### src/rtl/store_unit_pkg.sv
// ----------------------------------------------------------------------------
// store_unit_pkg
// Shared types for the store unit: the store-size encoding carried on
// req_size and the state encoding of the store FSM.
// ----------------------------------------------------------------------------
package store_unit_pkg;

  // Encoding of req_size.
  typedef enum logic [1:0] {
    SZ_BYTE = 2'b00,
    SZ_HALF = 2'b01,
    SZ_WORD = 2'b10,
    SZ_ILL  = 2'b11
  } size_t;

  // Store FSM states. IDLE is the only state that accepts a request.
  typedef enum logic [1:0] {
    IDLE  = 2'b00,
    BEAT0 = 2'b01,
    BEAT1 = 2'b10,
    ERR   = 2'b11
  } state_t;

  // Number of byte lanes in one memory word.
  localparam int LANES = 4;

endpackage

### src/rtl/store_lane_align.sv
// ----------------------------------------------------------------------------
// store_lane_align
// Combinational lane math for a store that may straddle two memory words.
// The payload (1, 2 or 4 low bytes of data) is shifted up by the byte offset
// into a 64-bit window covering the addressed word and the next one.
//
// Ports
//   offset : byte offset inside the word (addr[1:0])
//   size   : store size (SZ_BYTE/SZ_HALF/SZ_WORD; SZ_ILL yields no lanes)
//   data   : register data, payload in the low bytes
//   mask8  : byte enables for the 8-byte window; [3:0] word 0, [7:4] word 1
//   wide64 : lane-aligned data for the window; unused lanes are 0
// ----------------------------------------------------------------------------
module store_lane_align
  import store_unit_pkg::*;
(
  input  logic [1:0]  offset,
  input  size_t       size,
  input  logic [31:0] data,
  output logic [7:0]  mask8,
  output logic [63:0] wide64
);

  logic [3:0]  w_mask4;
  logic [63:0] w_data_ext;

  // Pick the payload bytes and their unshifted mask; the high bytes of the
  // register are dropped here so they can never reach an unused lane.
  always_comb begin
    w_mask4    = 4'b0000;
    w_data_ext = 64'd0;
    case (size)
      SZ_BYTE: begin
        w_mask4    = 4'b0001;
        w_data_ext = {56'd0, data[7:0]};
      end
      SZ_HALF: begin
        w_mask4    = 4'b0011;
        w_data_ext = {48'd0, data[15:0]};
      end
      SZ_WORD: begin
        w_mask4    = 4'b1111;
        w_data_ext = {32'd0, data};
      end
      default: begin
        w_mask4    = 4'b0000;
        w_data_ext = 64'd0;
      end
    endcase
  end

  assign mask8  = {4'b0000, w_mask4} << offset;
  assign wide64 = w_data_ext << {offset, 3'b000};

endmodule

### src/rtl/store_unit.sv
// ----------------------------------------------------------------------------
// store_unit
// Turns a byte/half/word store request into one or two word-aligned memory
// write beats with byte enables. Misaligned stores that cross a word
// boundary are either split into two beats (MISALIGN_SPLIT=1) or rejected
// (MISALIGN_SPLIT=0). Illegal sizes are always rejected.
//
// Handshakes: both the request and memory sides use valid/ready. A transfer
// happens on a rising edge where valid and ready are both high. The request
// side is ready only in IDLE. Once mem_valid rises, mem_addr, mem_wdata and
// mem_be stay constant until the cycle in which mem_ready is seen high.
//
// Ports
//   clk, rst_n            : clock, asynchronous active-low reset
//   req_valid/req_ready   : request handshake
//   req_addr/data/size    : store address, register data, size encoding
//   mem_valid/mem_ready   : memory write beat handshake
//   mem_addr/wdata/be     : word-aligned address, lane data, byte enables
//   done                  : pulse in the cycle the final beat is accepted
//   err                   : pulse for the single cycle a store is rejected
//   dbg_state             : current FSM state, for observation only
// ----------------------------------------------------------------------------
module store_unit
  import store_unit_pkg::*;
#(
  parameter int ADDR_WIDTH     = 32,
  parameter int DATA_WIDTH     = 32,
  parameter int MISALIGN_SPLIT = 1
) (
  input  logic                  clk,
  input  logic                  rst_n,
  input  logic                  req_valid,
  output logic                  req_ready,
  input  logic [ADDR_WIDTH-1:0] req_addr,
  input  logic [DATA_WIDTH-1:0] req_data,
  input  logic [1:0]            req_size,
  output logic                  mem_valid,
  input  logic                  mem_ready,
  output logic [ADDR_WIDTH-1:0] mem_addr,
  output logic [DATA_WIDTH-1:0] mem_wdata,
  output logic [LANES-1:0]      mem_be,
  output logic                  done,
  output logic                  err,
  output logic [1:0]            dbg_state
);

  localparam logic [ADDR_WIDTH-1:0] WORD_STEP = ADDR_WIDTH'(4);

  state_t                r_state;
  logic                  r_mem_valid;
  logic [ADDR_WIDTH-1:0] r_mem_addr;
  logic [DATA_WIDTH-1:0] r_mem_wdata;
  logic [LANES-1:0]      r_mem_be;
  // Second-beat contents captured at acceptance, so the request bus is free
  // to change while the store is in flight.
  logic                  r_split;
  logic [LANES-1:0]      r_hi_be;
  logic [DATA_WIDTH-1:0] r_hi_wdata;

  logic [7:0]            w_mask8;
  logic [63:0]           w_wide64;
  logic                  w_split;
  logic                  w_illegal;
  logic                  w_accept;
  logic                  w_reject;
  logic [ADDR_WIDTH-1:0] w_word_addr;

  store_lane_align u_lane_align (
    .offset (req_addr[1:0]),
    .size   (size_t'(req_size)),
    .data   (req_data),
    .mask8  (w_mask8),
    .wide64 (w_wide64)
  );

  assign w_split     = |w_mask8[7:4];
  assign w_illegal   = (size_t'(req_size) == SZ_ILL);
  assign w_accept    = req_valid && (r_state == IDLE);
  assign w_reject    = w_illegal || (w_split && (MISALIGN_SPLIT == 0));
  assign w_word_addr = {req_addr[ADDR_WIDTH-1:2], 2'b00};

  always_ff @(posedge clk or negedge rst_n) begin
    if (!rst_n) begin
      r_state     <= IDLE;
      r_mem_valid <= 1'b0;
      r_mem_addr  <= '0;
      r_mem_wdata <= '0;
      r_mem_be    <= '0;
      r_split     <= 1'b0;
      r_hi_be     <= '0;
      r_hi_wdata  <= '0;
    end else begin
      case (r_state)
        IDLE: begin
          if (w_accept) begin
            r_split    <= w_split;
            r_hi_be    <= w_mask8[7:4];
            r_hi_wdata <= w_wide64[63:32];
            if (w_reject) begin
              r_state <= ERR;
            end else begin
              r_state     <= BEAT0;
              r_mem_valid <= 1'b1;
              r_mem_addr  <= w_word_addr;
              r_mem_be    <= w_mask8[3:0];
              r_mem_wdata <= w_wide64[31:0];
            end
          end
        end
        BEAT0: begin
          if (mem_ready) begin
            if (r_split) begin
              r_state     <= BEAT1;
              r_mem_addr  <= r_mem_addr + WORD_STEP;
              r_mem_be    <= r_hi_be;
              r_mem_wdata <= r_hi_wdata;
            end else begin
              r_state     <= IDLE;
              r_mem_valid <= 1'b0;
              r_mem_addr  <= '0;
              r_mem_be    <= '0;
              r_mem_wdata <= '0;
            end
          end
        end
        BEAT1: begin
          if (mem_ready) begin
            r_state     <= IDLE;
            r_mem_valid <= 1'b0;
            r_mem_addr  <= '0;
            r_mem_be    <= '0;
            r_mem_wdata <= '0;
          end
        end
        ERR: begin
          r_state <= IDLE;
        end
        default: begin
          r_state <= IDLE;
        end
      endcase
    end
  end

  assign req_ready = (r_state == IDLE);
  assign mem_valid = r_mem_valid;
  assign mem_addr  = r_mem_addr;
  assign mem_wdata = r_mem_wdata;
  assign mem_be    = r_mem_be;
  // done marks the cycle whose rising edge retires the final beat, so it
  // never overlaps IDLE and a new request waits for the following cycle.
  assign done      = mem_ready && (((r_state == BEAT0) && !r_split) ||
                                   (r_state == BEAT1));
  assign err       = (r_state == ERR);
  assign dbg_state = r_state;

endmodule

### config.mk
export PLATFORM = sky130hd
export DESIGN_NAME = store_unit
export DESIGN_NICKNAME = d
export VERILOG_FILES = /design/src/rtl/store_unit_pkg.sv /design/src/rtl/store_lane_align.sv /design/src/rtl/store_unit.sv
export SDC_FILE = /design/constraint.sdc
export NUM_CORES = 1
export LEC_CHECK = 0
export BUFFER_PORTS_ARGS = -buffer_cell sky130_fd_sc_hd__buf_2
export CORE_UTILIZATION = 40
export DETAILED_ROUTE_END_ITERATION = 6
export GPL_ROUTABILITY_DRIVEN = 0
export PLACE_DENSITY = 0.63
export SLEW_MARGIN = 20
export SYNTH_ARGS = -nofsm -noshare
export SYNTH_HDL_FRONTEND = slang
export SYNTH_SLANG_ARGS = --single-unit
### constraint.sdc
create_clock -name clk -period 2.9 [get_ports clk]
set_clock_uncertainty 0.1 [all_clocks]
set_input_delay 0.29 -clock clk [delete_from_list [all_inputs] [get_ports clk]]
set_output_delay 0.29 -clock clk [all_outputs]
set_load 0.05 [all_outputs]
## Yosys cells after proc, flatten, opt, wreduce, memory -nomap -nowiden

Index checks and enable logic that the tools add are counted.

- Bits in registers: 108
- Input bits: 70
- Word-level logic and storage cells: 66

- Add/sub/neg operators: 1
- Eq/ne operators: 11
- Shift operators: 2
- Mux-type cells: 31
- Reduce and logical (&&, ||, !) cells: 13

Operators by type and width:

| kind | number |
|---|---|
| $mux W32 | 9 |
| $pmux W32 S3 | 3 |
| $shl A32 B5 Y64 | 1 |
| $add A32 B3 Y32 const B | 1 |
| $pmux W4 S3 | 2 |
| $mux W4 | 5 |
| $mux W2 | 5 |
| $eq A2 B2 Y1 const B | 4 |
| $ne A2 B2 Y1 const B | 4 |
| $pmux W2 S4 | 1 |
| $shl A4 B2 Y8 | 1 |
| $reduce_and A6 Y1 | 1 |
| $mux W1 | 5 |
| $reduce_and A5 Y1 | 1 |
| $eq A2 B1 Y1 const B | 2 |
| $logic_not A2 Y1 | 2 |
| $reduce_or A4 Y1 | 1 |
| $logic_and A1 B1 Y1 | 3 |
| $pmux W1 S3 | 1 |
| $reduce_and A3 Y1 | 1 |
| $reduce_bool A3 Y1 | 1 |
| $ne A2 B1 Y1 const B | 1 |
| $reduce_and A2 Y1 | 1 |
| $logic_not A1 Y1 | 1 |
| $logic_or A1 B1 Y1 | 1 |

## Depth between registers and ports, before layout

- Word-level depth: 6
- Mapped depth: 9
- Mapped depth without buffers: 7

## Hierarchy

Synthesis repeated with hierarchy kept, for this count alone.

- Cells, all modules: 698
- Area, all modules: 6,383.6 um^2

Modules (own cells, without submodules):

| module | times used | cells each | area an instance (um^2) | sequential area each (um^2) |
|---|---|---|---|---|
| store_unit | 1 | 546 | 5,290.1 | 2,652.5 |
| store_lane_align | 1 | 152 | 1,093.5 | 0.0 |

## Worst setup path after synthesis

No wires, ideal clock.

- Kind: flip-flop to flip-flop
- Start point: reg r_state[1], in the netlist dbg_state[1]
- End point: reg r_mem_addr[17], in the netlist mem_addr[17]
- Setup time: 135 ps
- Arrival time: 2,550 ps
- Path slack: 115 ps
- Stages on the path, launching flop included: 8
- Path buffers: 2
- Clock period less this slack: 2,785 ps
- Cell sequence: dfrtp_1 -> inv_1 -> ha_1 -> inv_1 -> o221ai_1 -> clkbuf_1 -> buf_1 -> o22ai_1

- Longest elaborated chain between the ends: 4
- Elaborated cells on any way between the ends: 11
- Classes of those cells: eq/ne: 6; mux: 1; reduce/logical: 4

RTL lines:

| element | line | text |
|---|---|---|
| from (decl) | store_unit.sv:49 | `state_t r_state;` |
| from (signal assigned) | store_unit.sv:84 | `r_state <= IDLE;` |
| from (signal assigned) | store_unit.sv:100 | `r_state <= ERR;` |
| from (signal assigned) | store_unit.sv:102 | `r_state <= BEAT0;` |
| $logic_not A2 Y1 (*) | n/a |  |
| named net req_ready | store_unit.sv:33 | `output logic req_ready,` |
| $logic_and A1 B1 Y1 | store_unit.sv:78 | `assign w_accept = req_valid && (r_state == IDLE);` |
| $ne A2 B1 Y1 (no source line) | n/a |  |
| $reduce_and A5 Y1 (no source line) | n/a |  |
| to (signal assigned) | store_unit.sv:104 | `r_mem_addr <= w_word_addr;` |
| to (signal assigned) | store_unit.sv:114 | `r_mem_addr <= r_mem_addr + WORD_STEP;` |
| to (decl) | store_unit.sv:51 | `logic [ADDR_WIDTH-1:0] r_mem_addr;` |

Mark *: on every way through the listed nets, which the timed path passes. The rest lies on a longest branch.
A chain may end at the register's enable or synchronous reset.

## Worst setup path after layout

- Start point: reg r_state[0], in the netlist dbg_state[0]
- End point: reg r_mem_wdata[23], in the netlist mem_wdata[23]

- Longest elaborated chain between the ends: 4
- Elaborated cells on any way between the ends: 11
- Classes of those cells: eq/ne: 6; mux: 1; reduce/logical: 4

RTL lines:

| element | line | text |
|---|---|---|
| $logic_not A2 Y1 | store_unit.sv:78, store_unit.sv:93 |  |
| $logic_and A1 B1 Y1 | store_unit.sv:78 |  |
| $ne A2 B1 Y1 (no source line) | n/a |  |
| $reduce_and A5 Y1 (no source line) | n/a |  |
| to (signal assigned) | store_unit.sv:106 | `r_mem_wdata <= w_wide64[31:0];` |
| to (signal assigned) | store_unit.sv:116 | `r_mem_wdata <= r_hi_wdata;` |
| to (decl) | store_unit.sv:52 | `logic [DATA_WIDTH-1:0] r_mem_wdata;` |

Parallel ways exist; a longest one is shown, timed or not.

==> flow_summary.toml <==
[outcome]
status = "finished clean"

[synthesis]
yosysMostFrequentCell = "dfrtp_1"
synth_area_leaders = "dfrtp_1 43%, nor2_1 6.1%, nand2_1 5.1%"
synth.distinct_cells = 52
synthCells = 651
synth_area_mm2 = 0.00562
ys_ff_latch = 97
syn_avg_cell_area_um2 = 8.64
async_reset_ff_frac = 1.00
synth_area_leader_cell = "dfrtp_1"
yosysTopAreaCellShare = 0.432
synth-seq-area-share = 0.432
synth_warnings = 0
synth_ff_type = "dfrtp_1"
synth_edf_count = 0
synth_common_cells = "97 x dfrtp_1, 92 x nor2_1, 77 x nand2_1"

[timing]
worst_pin_slew_ns = 0.999
fin_tns_setup_ns = 0
maxClockFrequency_mhz = 410
hold_ws_ns = 0.0416
rsz0062_at_grt = "no"
setup_viol = 0
maxSlewViolCount = 0
hold_viol_final = 0
relSlewSlack = 0.331
fin_crit_ns = 2.44
period_share = 0.840

[route]
drc = 0
drtIter0Drc = 730
viasPerCell = 6.01
wl_per_cell_um = 18.8
vias = 5784
ant_nets = 0
routed_wl_mm = 18.1
drt-pass1-iter-count = 7

[clock_network]
cts_tree = "done"
clk_pin_slew_ns = 0.07
cts_inserted_buffers = 9
h-tree-depth = 3
root_buffer = "clkbuf_16"
clkLatencyLatePin_ns = 0.36
clkSinkCount = 97
cts_buffer_depth = 2

[finish]
fillers = 1270
ff_latch_area_mm2 = 0.00243
area_growth_pct = 23.1
antenna_cells = 0
drive_gt1_frac = 0.258
multiInputGateArea_mm2 = 0.00295
finalNetCount = 863

[global_route]
grt_usage = 0.255
gr-total-overflow = 0
grt_max_degree = 84
antenna_found_initial = 0
grt_pass1_wl_mm = 28.5
grt_pass1_vias = 5469

[hold_path]
hold_class = "in2reg"

[pwr]
ir_drop_uv = 587
powerDensity_mw_per_mm2 = 1190
power.leakage_nw = 3.30

[worst_setup_path]
cp-end-kind = "flip-flop"
worstPathRequired_ns = 3.07
critical_path_class = "reg2reg"
cp.arrival_ns = 2.61
critical_path.max_fanout = 15
startpoint_type = "flip-flop"

[floorplanning]
die_w_um = 121
die_h_um = 121
ios = 144
rows = 42
core_area_mm2 = 0.0135
fp.dieArea_mm2 = 0.0145
initial_core_util = 0.418

[placed_design]
port_buffers = 141
hpwl_mm = 12.8

[job]
maxCapViolCount = 0
==> layer usage <==
layer | track usage | vias to the layer above | part of all wire | wire (um)
li1 | - | 2660 | - | -
met1 | 0.338 | 2744 | 0.42 | 7620
met2 | 0.390 | 326 | 0.45 | 8200
met3 | 0.0722 | 54 | 0.098 | 1770
met4 | 0.104 | 0 | 0.029 | 531
met5 | 0 | - | 0 | 0
==> state kept, by name, indices dropped and copies added (netlist names) <==
signal and flops:
mem_valid 1, mem_addr 30, dbg_state 2, r_split 1
mem_wdata 32, r_hi_wdata 24, mem_be 4, r_hi_be 3
==> metrics by stage <==
stage / total power [W] / instances / utilization / setup slack (ns) / area [um2]
6_report: 0.00823 / 962 / 0.514 / 0.463 / 6920
5_1_grt: 0.00873 / 962 / 0.514 / 0.269 / 6920
4_1_cts: 0.00825 / 961 / 0.513 / 0.527 / 6910
3_5_place_dp: 0.00690 / 945 / 0.489 / 0.466 / 6580
3_3_place_gp: 0.00680 / 945 / 0.489 / 0.557 / 6580
2_1_floorplan: 0.00558 / 652 / - / 0.115 / 5630
==> cells in the final DEF, fill, tap and decap left out, drive strengths merged, types with 5 or more instances in the layout <==
cell type  instances
a21oi             32
a221oi            28
a222oi             6
a22o              12
a2bb2oi            9
a32oi              5
and3              13
buf              167
clkbuf            10
clkinv             5
dfrtp             97
ha                12
inv               17
mux2              10
mux2i             10
nand2             77
nand3             11
nand4             22
nor2              92
nor2b              7
nor3              10
nor4               5
o211ai            11
o21ai             56
o22ai              7
o31ai              6
or3                5
==> path summary, 6_finish.rpt <==
| path | depth (start not counted) | start | slack (ns) | end |
|---|---|---|---|---|
| worst max register to register | 6 | dbg_state[0] | 0.46 | mem_wdata[23] |
| worst max-delay path | 6 | dbg_state[0] | 0.46 | mem_wdata[23] |
| min in group asynchronous | 2 | rst_n | 0.43 | mem_addr[10] |
| max in group asynchronous | 3 | rst_n | 1.61 | mem_addr[6] |
| worst min register to register | 2 | mem_wdata[28] | 0.37 | mem_wdata[28] |
| worst min-delay path | 3 | req_addr[29] | 0.04 | mem_addr[29] |
==> cell type report <==
type,instances,area share
multi-input combinational,487,0.426
sequential,97,0.351
timing repair buffer,168,0.134
clock buffer,10,0.0345
tap,176,0.0318
clock inverter,6,0.0130
inverter,18,0.00976
==> cell families after synthesis <==
family	share of synthesized area
multiplexers	0.0378
flip-flops	0.432
buffers and inverters	0.0483
adder cells (fa/ha/maj)	0.0267
AO/OA/AOI/OAI	0.249
AND/OR/NAND/NOR	0.206
other	0.000667
==> worst max-delay path: stages (launching register included) <==
cell	delay, ns
dfrtp_1	0.40
inv_1	0.10
ha_1	0.31
buf_4	0.20
nor2_1	0.78
a222oi_1	0.25
o21ai_0	0.21
==> power by group <==
| group | internal (W) | switching [W] |
|---|---|---|
| logic | 0.00125 | 0.00327 |
| registers | 0.00188 | 0.000489 |
| clock network | 0.000784 | 0.000545 |
==> timing repair <==
item,CTS,global route
setup endpoints to repair,0,0
hold buffers,0,1
buffers inserted,0,0
resized for setup,0,0
hold endpoints to repair,0,80
Power figures use the tool's default switching activity.
